$ cat config.mk
export PLATFORM = sky130hd
export DESIGN_NAME = keypad_scan_in
export DESIGN_NICKNAME = d
export VERILOG_FILES = /design/src/rtl/keypad_pkg.sv /design/src/rtl/keypad_tick_gen.sv /design/src/rtl/keypad_scan_in.sv
export SDC_FILE = /design/constraint.sdc
export NUM_CORES = 1
export LEC_CHECK = 0
export ABC_AREA = 1
export ABC_CLOCK_PERIOD_IN_PS = 1650
export CORE_UTILIZATION = 50
export CTS_CLUSTER_SIZE = 8
export DETAILED_ROUTE_END_ITERATION = 8
export MAX_ROUTING_LAYER = met4
export PLACE_DENSITY = 0.75
export SYNTH_ARGS = -nofsm -noshare
export SYNTH_HDL_FRONTEND = slang
export SYNTH_SLANG_ARGS = --single-unit
$ cat constraint.sdc
create_clock -name clk -period 1.65 [get_ports clk]
set_input_delay 0.2475 -clock clk [delete_from_list [all_inputs] [get_ports clk]]
set_output_delay 0.2475 -clock clk [all_outputs]
set_load 0.02 [all_outputs]
$ cat src/rtl/keypad_pkg.sv
// Shared types and helpers for the 4x4 keypad scanner: FSM state encoding, idle column pattern,
// row/column to hex code mapping and the single-row-low test.
package keypad_pkg;

  typedef enum logic [1:0] {
    SCAN     = 2'd0,
    DEBOUNCE = 2'd1,
    HELD     = 2'd2,
    RELEASE  = 2'd3
  } kp_state_t;

  localparam logic [3:0] COL_IDLE = 4'b1111;

  // row_oh is active-high one-hot; code = row*4 + col
  function automatic logic [3:0] key_code_f(input logic [3:0] row_oh, input logic [1:0] col);
    logic [1:0] r;
    r = 2'd0;
    for (int i = 0; i < 4; i++) begin
      if (row_oh[i]) r = 2'(i);
    end
    return {r, col};
  endfunction

  function automatic logic one_hot_f(input logic [3:0] v);
    return (v != 4'd0) && ((v & (v - 4'd1)) == 4'd0);
  endfunction

endpackage

$ cat src/rtl/keypad_tick_gen.sv
// Column-dwell prescaler: tick is high for one clk at the end of every SCAN_DIV-cycle dwell.
// Latency: tick is combinational from the counter; no backpressure, free-running.
module keypad_tick_gen #(
  parameter int SCAN_DIV = 66_666
) (
  input  logic clk,
  input  logic rst,
  output logic tick
);

  localparam int CW = (SCAN_DIV > 2) ? $clog2(SCAN_DIV) : 1;
  localparam logic [CW-1:0] LAST = CW'(SCAN_DIV - 1);

  logic [CW-1:0] cnt;

  always_ff @(posedge clk or posedge rst) begin
    if (rst)               cnt <= '0;
    else if (cnt == LAST)  cnt <= '0;
    else                   cnt <= cnt + CW'(1);
  end

  assign tick = (cnt == LAST);

endmodule

$ cat src/rtl/keypad_scan_in.sv
// 4x4 keypad scanner: one column driven low per dwell, rows debounced, accepted digits shifted into data.
// key_valid pulses one clk after the deciding tick; no backpressure. KEYPAD_REPEAT_EN enables auto-repeat.
module keypad_scan_in
  import keypad_pkg::*;
#(
  parameter int SCAN_DIV       = 66_666,
  parameter int DEBOUNCE_SCANS = 4
`ifdef KEYPAD_REPEAT_EN
  , parameter int REPEAT_TICKS = 60
`endif
) (
  input  logic        clk,
  input  logic        rst,
  input  logic [3:0]  row_n,
  output logic [3:0]  col_n,
  output logic        key_valid,
  output logic [3:0]  key_code,
  output logic [15:0] data
);

  localparam int MW = $clog2(DEBOUNCE_SCANS + 1);
  localparam logic [MW:0] DEB_TGT = (MW+1)'(DEBOUNCE_SCANS);

  logic            tick;
  logic [3:0]      row_s1, row_s2, rows_low;
  kp_state_t       state, state_nxt;
  logic [1:0]      col_idx, col_nxt;
  logic [MW-1:0]   match, match_nxt;
  logic [MW:0]     match_inc;
  logic [3:0]      row_lat, row_nxt;
  logic            accept;
  logic [3:0]      col_n_nxt, code_nxt;

`ifdef KEYPAD_REPEAT_EN
  localparam int RW = (REPEAT_TICKS > 2) ? $clog2(REPEAT_TICKS) : 1;
  localparam logic [RW-1:0] REP_LAST = RW'(REPEAT_TICKS - 1);
  logic [RW-1:0] rep_cnt, rep_nxt;
`endif

  keypad_tick_gen #(.SCAN_DIV(SCAN_DIV)) u_tick (
    .clk  (clk),
    .rst  (rst),
    .tick (tick)
  );

  always_ff @(posedge clk or posedge rst) begin
    if (rst) begin
      row_s1 <= 4'hF;
      row_s2 <= 4'hF;
    end else begin
      row_s1 <= row_n;
      row_s2 <= row_s1;
    end
  end

  assign rows_low  = ~row_s2;
  assign match_inc = {1'b0, match} + (MW+1)'(1);

  always_ff @(posedge clk or posedge rst) begin
    if (rst) begin
      state     <= SCAN;
      col_idx   <= 2'd0;
      match     <= '0;
      row_lat   <= 4'd0;
      col_n     <= 4'b1110;
      key_valid <= 1'b0;
      key_code  <= 4'd0;
      data      <= 16'd0;
    end else begin
      state     <= state_nxt;
      col_idx   <= col_nxt;
      match     <= match_nxt;
      row_lat   <= row_nxt;
      col_n     <= col_n_nxt;
      key_valid <= accept;
      if (accept) begin
        key_code <= code_nxt;
        data     <= {data[11:0], code_nxt};
      end
    end
  end

`ifdef KEYPAD_REPEAT_EN
  always_ff @(posedge clk or posedge rst) begin
    if (rst) rep_cnt <= '0;
    else     rep_cnt <= rep_nxt;
  end
`endif

  always_comb begin
    state_nxt = state;
    col_nxt   = col_idx;
    match_nxt = match;
    row_nxt   = row_lat;
    accept    = 1'b0;
`ifdef KEYPAD_REPEAT_EN
    rep_nxt   = rep_cnt;
`endif
    if (tick) begin
      unique case (state)
        SCAN: begin
          // zero or several rows low: nothing trustworthy on this column
          if (one_hot_f(rows_low)) begin
            row_nxt   = rows_low;
            match_nxt = MW'(1);
            if (DEBOUNCE_SCANS == 1) begin
              accept    = 1'b1;
              state_nxt = HELD;
            end else begin
              state_nxt = DEBOUNCE;
            end
          end else begin
            col_nxt = col_idx + 2'd1;
          end
        end
        DEBOUNCE: begin
          if (rows_low == row_lat) begin
            match_nxt = match_inc[MW-1:0];
            if (match_inc == DEB_TGT) begin
              accept    = 1'b1;
              state_nxt = HELD;
            end
          end else begin
            match_nxt = '0;
            col_nxt   = col_idx + 2'd1;
            state_nxt = SCAN;
          end
        end
        HELD: begin
          if (rows_low == 4'd0) begin
            if (DEBOUNCE_SCANS == 1) begin
              match_nxt = '0;
              col_nxt   = col_idx + 2'd1;
              state_nxt = SCAN;
            end else begin
              match_nxt = MW'(1);
              state_nxt = RELEASE;
            end
          end
`ifdef KEYPAD_REPEAT_EN
          else if (rep_cnt == REP_LAST) begin
            accept  = 1'b1;
            rep_nxt = '0;
          end else begin
            rep_nxt = rep_cnt + RW'(1);
          end
`else
          // key (or a second key) still down: wait for full release
`endif
        end
        RELEASE: begin
          if (rows_low == 4'd0) begin
            match_nxt = match_inc[MW-1:0];
            if (match_inc == DEB_TGT) begin
              match_nxt = '0;
              col_nxt   = col_idx + 2'd1;
              state_nxt = SCAN;
            end
          end else begin
            match_nxt = '0;
            state_nxt = HELD;
          end
        end
        default: state_nxt = SCAN;
      endcase
    end
`ifdef KEYPAD_REPEAT_EN
    if (state_nxt != HELD) rep_nxt = '0;
`endif
  end

  always_comb begin
    col_n_nxt = COL_IDLE ^ (4'b0001 << col_nxt);
    code_nxt  = key_code_f(row_nxt, col_idx);
  end

endmodule

==> results.sh <==
export IMPL_avgRoutedWirePerCell_um=12.9
export IMPL_synth_nets=366
export IMPL_remaining_drc_errors=0
export IMPL_path_max_fanout=5
export IMPL_tightestPinTransition_ns=0.320
export IMPL_routed_wl_um=6420
export IMPL_yosysWarningCount=0
export IMPL_die_area_um2=6050
export IMPL_period_needed_ns=1.69
export IMPL_insertedDiodeCount=0
export IMPL_setup_viol=11
export IMPL_htree_levels=3
export IMPL_num_rows=27
export IMPL_leakagePower_nw=2.06
export IMPL_core_um2=5510
export IMPL_rsz0062_at_grt="true"
export IMPL_finalHoldViolCount=0
export IMPL_clk_path_buf_depth=2
export IMPL_hold_class="input pin to async pin"
export IMPL_finalWorstSetupSlack_ns=-0.0411
export IMPL_cts_made_buffers=9
export IMPL_syn_inst=356
export IMPL_postRouteAntennaNets=0
export IMPL_fin_worst_skew_ns=0.0136
export IMPL_grt_pass1_wl_um=10800
export IMPL_area_delta_synth_final_pct=38.1
export IMPL_grt_usage_pct=23.8
export IMPL_ys_ff_latch=57
export IMPL_seq_area_frac_synth_pct=50.1
export IMPL_tns_ns=-0.220
export IMPL_path_clk_slew_ns=0.07
export IMPL_antenna_found_initial=0
export IMPL_die_w_um=77.8
export IMPL_synth_cell_types=31
export IMPL_port_buffers=30
export IMPL_finalCritPeriodShare_pct=102
export IMPL_pin_count=31
export IMPL_grt_pass1_vias=2347
export IMPL_layout_cells_most_common="nand2_1"
export IMPL_routabilityCongestion=0.934
export IMPL_die_y_um=77.8
export IMPL_root_buffer="clkbuf_8"
export IMPL_fmax_mhz=591
export IMPL_rrSetupSlack_ns=-0.04
export IMPL_layout_common_cells="nand2_1, inv_1, dfrtp_1"
export IMPL_drive_gt1_share_pct=31.8
export IMPL_p_per_area_nw_per_um2=763
export IMPL_syn_mean_instance_area_um2=8.07
export IMPL_start_util_pct=52.2
export IMPL_maxSlewViolCount=0
export IMPL_cts_tree="yes"
export IMPL_grt_start_max_net_pins=27
export IMPL_worstPathRequired_ns=1.88
export IMPL_end_kind="flop"
export IMPL_crit_type="flop to flop"
export IMPL_status="finished, violations left"
export IMPL_hold_buffers=0
export IMPL_p_total_mw=3.03
export IMPL_detail_route_first_pass_iterations=4
export IMPL_cts_sinks=57
export IMPL_arrival_ns=1.92
export IMPL_clock_latency_ns=0.35
export IMPL_syn_area_um2=2870
export IMPL_layout_nets=430
export IMPL_viasPerCell=4.93
export IMPL_violations="setup timing"
export IMPL_vias=2452
export IMPL_hpwl_um=4410
export IMPL_max_cap_violations=0
export IMPL_start_kind="flop"
export IMPL_slew_headroom_pct=78.7
export IMPL_vdd_drop_max_mv=0.583
export IMPL_gr_total_overflow=0
export IMPL_post_place_ws_ns=-0.107
export IMPL_drt_initial_drc_count=182
## stage by stage
stage | cells | hold WS, ns | util (%) | cell area [um^2]
finish | 497 | 0.166 | 72.1 | 3970
CTS | 493 | 0.172 | 66.9 | 3680
global route | 497 | 0.208 | 72.1 | 3970
floorplan | 356 | 0.252 | - | 2870
global placement | 474 | 0.346 | 62.0 | 3410
detailed placement | 474 | 0.347 | 62.0 | 3410
## power by group
| part | switching [mW] | total (mW) | internal [mW] |
|---|---|---|---|
| Sequential | 0.00864 | 1.42 | 1.42 |
| Clock | 0.592 | 1.49 | 0.895 |
| Combinational | 0.0684 | 0.117 | 0.0487 |
| Total | 0.669 | 3.03 | 2.36 |
## worst max-delay path: stages (launching register included)
cell and delay, ns:
dfstp_2 0.59, nor2_2 0.06, nor2_4 0.14, buf_6 0.11
nand4_1 0.16, nand3_2 0.14, nor2_2 0.05, nor2_1 0.13
nor2_2 0.07, buf_4 0.13
## cell type report
type / instances / area, um^2
Timing Repair Buffer: 59 / 608
Clock inverter: 6 / 91.3
Clock buffer: 10 / 138
Tap cell: 72 / 90.1
Fill cell: 424 / 1540
Multi-Input combinational cell: 235 / 1370
Inverter: 58 / 228
Sequential cell: 57 / 1450
## sequential cells by signal, summed over array words and instances, names as in the netlist
register / cells
state: 2
row_lat: 4
row_s1: 4
row_s2: 4
data: 13
match: 3
key_code: 3
u_tick.cnt: 17
col_idx: 2
key_valid: 1
col_n: 4
## final timing paths
path,startpoint,end,cells after the start
max,row_s2[0],col_idx[0],9
min,rst,u_tick.cnt[15],2
max reg2reg,row_s2[0],col_idx[0],9
min reg2reg,row_s1[3],row_s2[3],0
max in group asynchronous,rst,col_n[3],3
min in group clk,row_n[0],row_s1[0],1
## Yosys cell counts
cell      count  share of area [%]
nand2_2       2               0.44
dfstp_2      11                 10
nand3_2       1               0.35
nand2_1     100                 13
nand4_1       7                1.5
nor4_1        3               0.65
nor2_1       40                5.2
and3_1        1               0.22
inv_1        54                7.1
o21bai_2      1               0.39
clkinv_2      1               0.17
a21oi_1       7                1.2
a31oi_1       1               0.22
nor3b_1       3               0.78
nand3_4       1               0.61
nor3_1        4               0.70
xnor2_1       2               0.61
ha_1          4                1.7
dfrtp_1      46                 40
o21ai_0      12                2.1
nor2_4        1               0.39
inv_2         2               0.26
nand3_1      24                4.2
xor2_1        8                2.4
buf_8         1               0.52
buf_4         5                1.3
nor2_2        3               0.65
o211ai_1      2               0.52
inv_4         1               0.22
o21ai_1       1               0.17
o21ai_2       7                2.1
## cells by family after synthesis
kind of cell | after synthesis | synth area share [%]
AO/OA/AOI/OAI | 31 | 6.75
XOR/XNOR | 10 | 3.05
adder cells (fa/ha/maj) | 4 | 1.74
buffers and inverters | 64 | 9.54
flip-flops | 57 | 50.1
AND/OR/NAND/NOR | 190 | 28.8
## what timing repair did
action / CTS / global route
cloned: 0 / 1
hold endpoints to repair: 0 / 0
setup buffers: 3 / 4
resized for setup: 10 / 86
endpoints found under the setup margin: 27 / 43
pin swaps: 4 / 22
## metal layers
layer | track usage [%] | vias to the layer above | share of wire [%]
li1 | - | 1238 | -
met3 | 6.47 | 8 | 4.4
met1 | 31.9 | 1151 | 46
met4 | 8.49 | 0 | 1.3
met5 | - | - | 0
met2 | 34.7 | 55 | 48
Power figures use the tool's default switching activity.
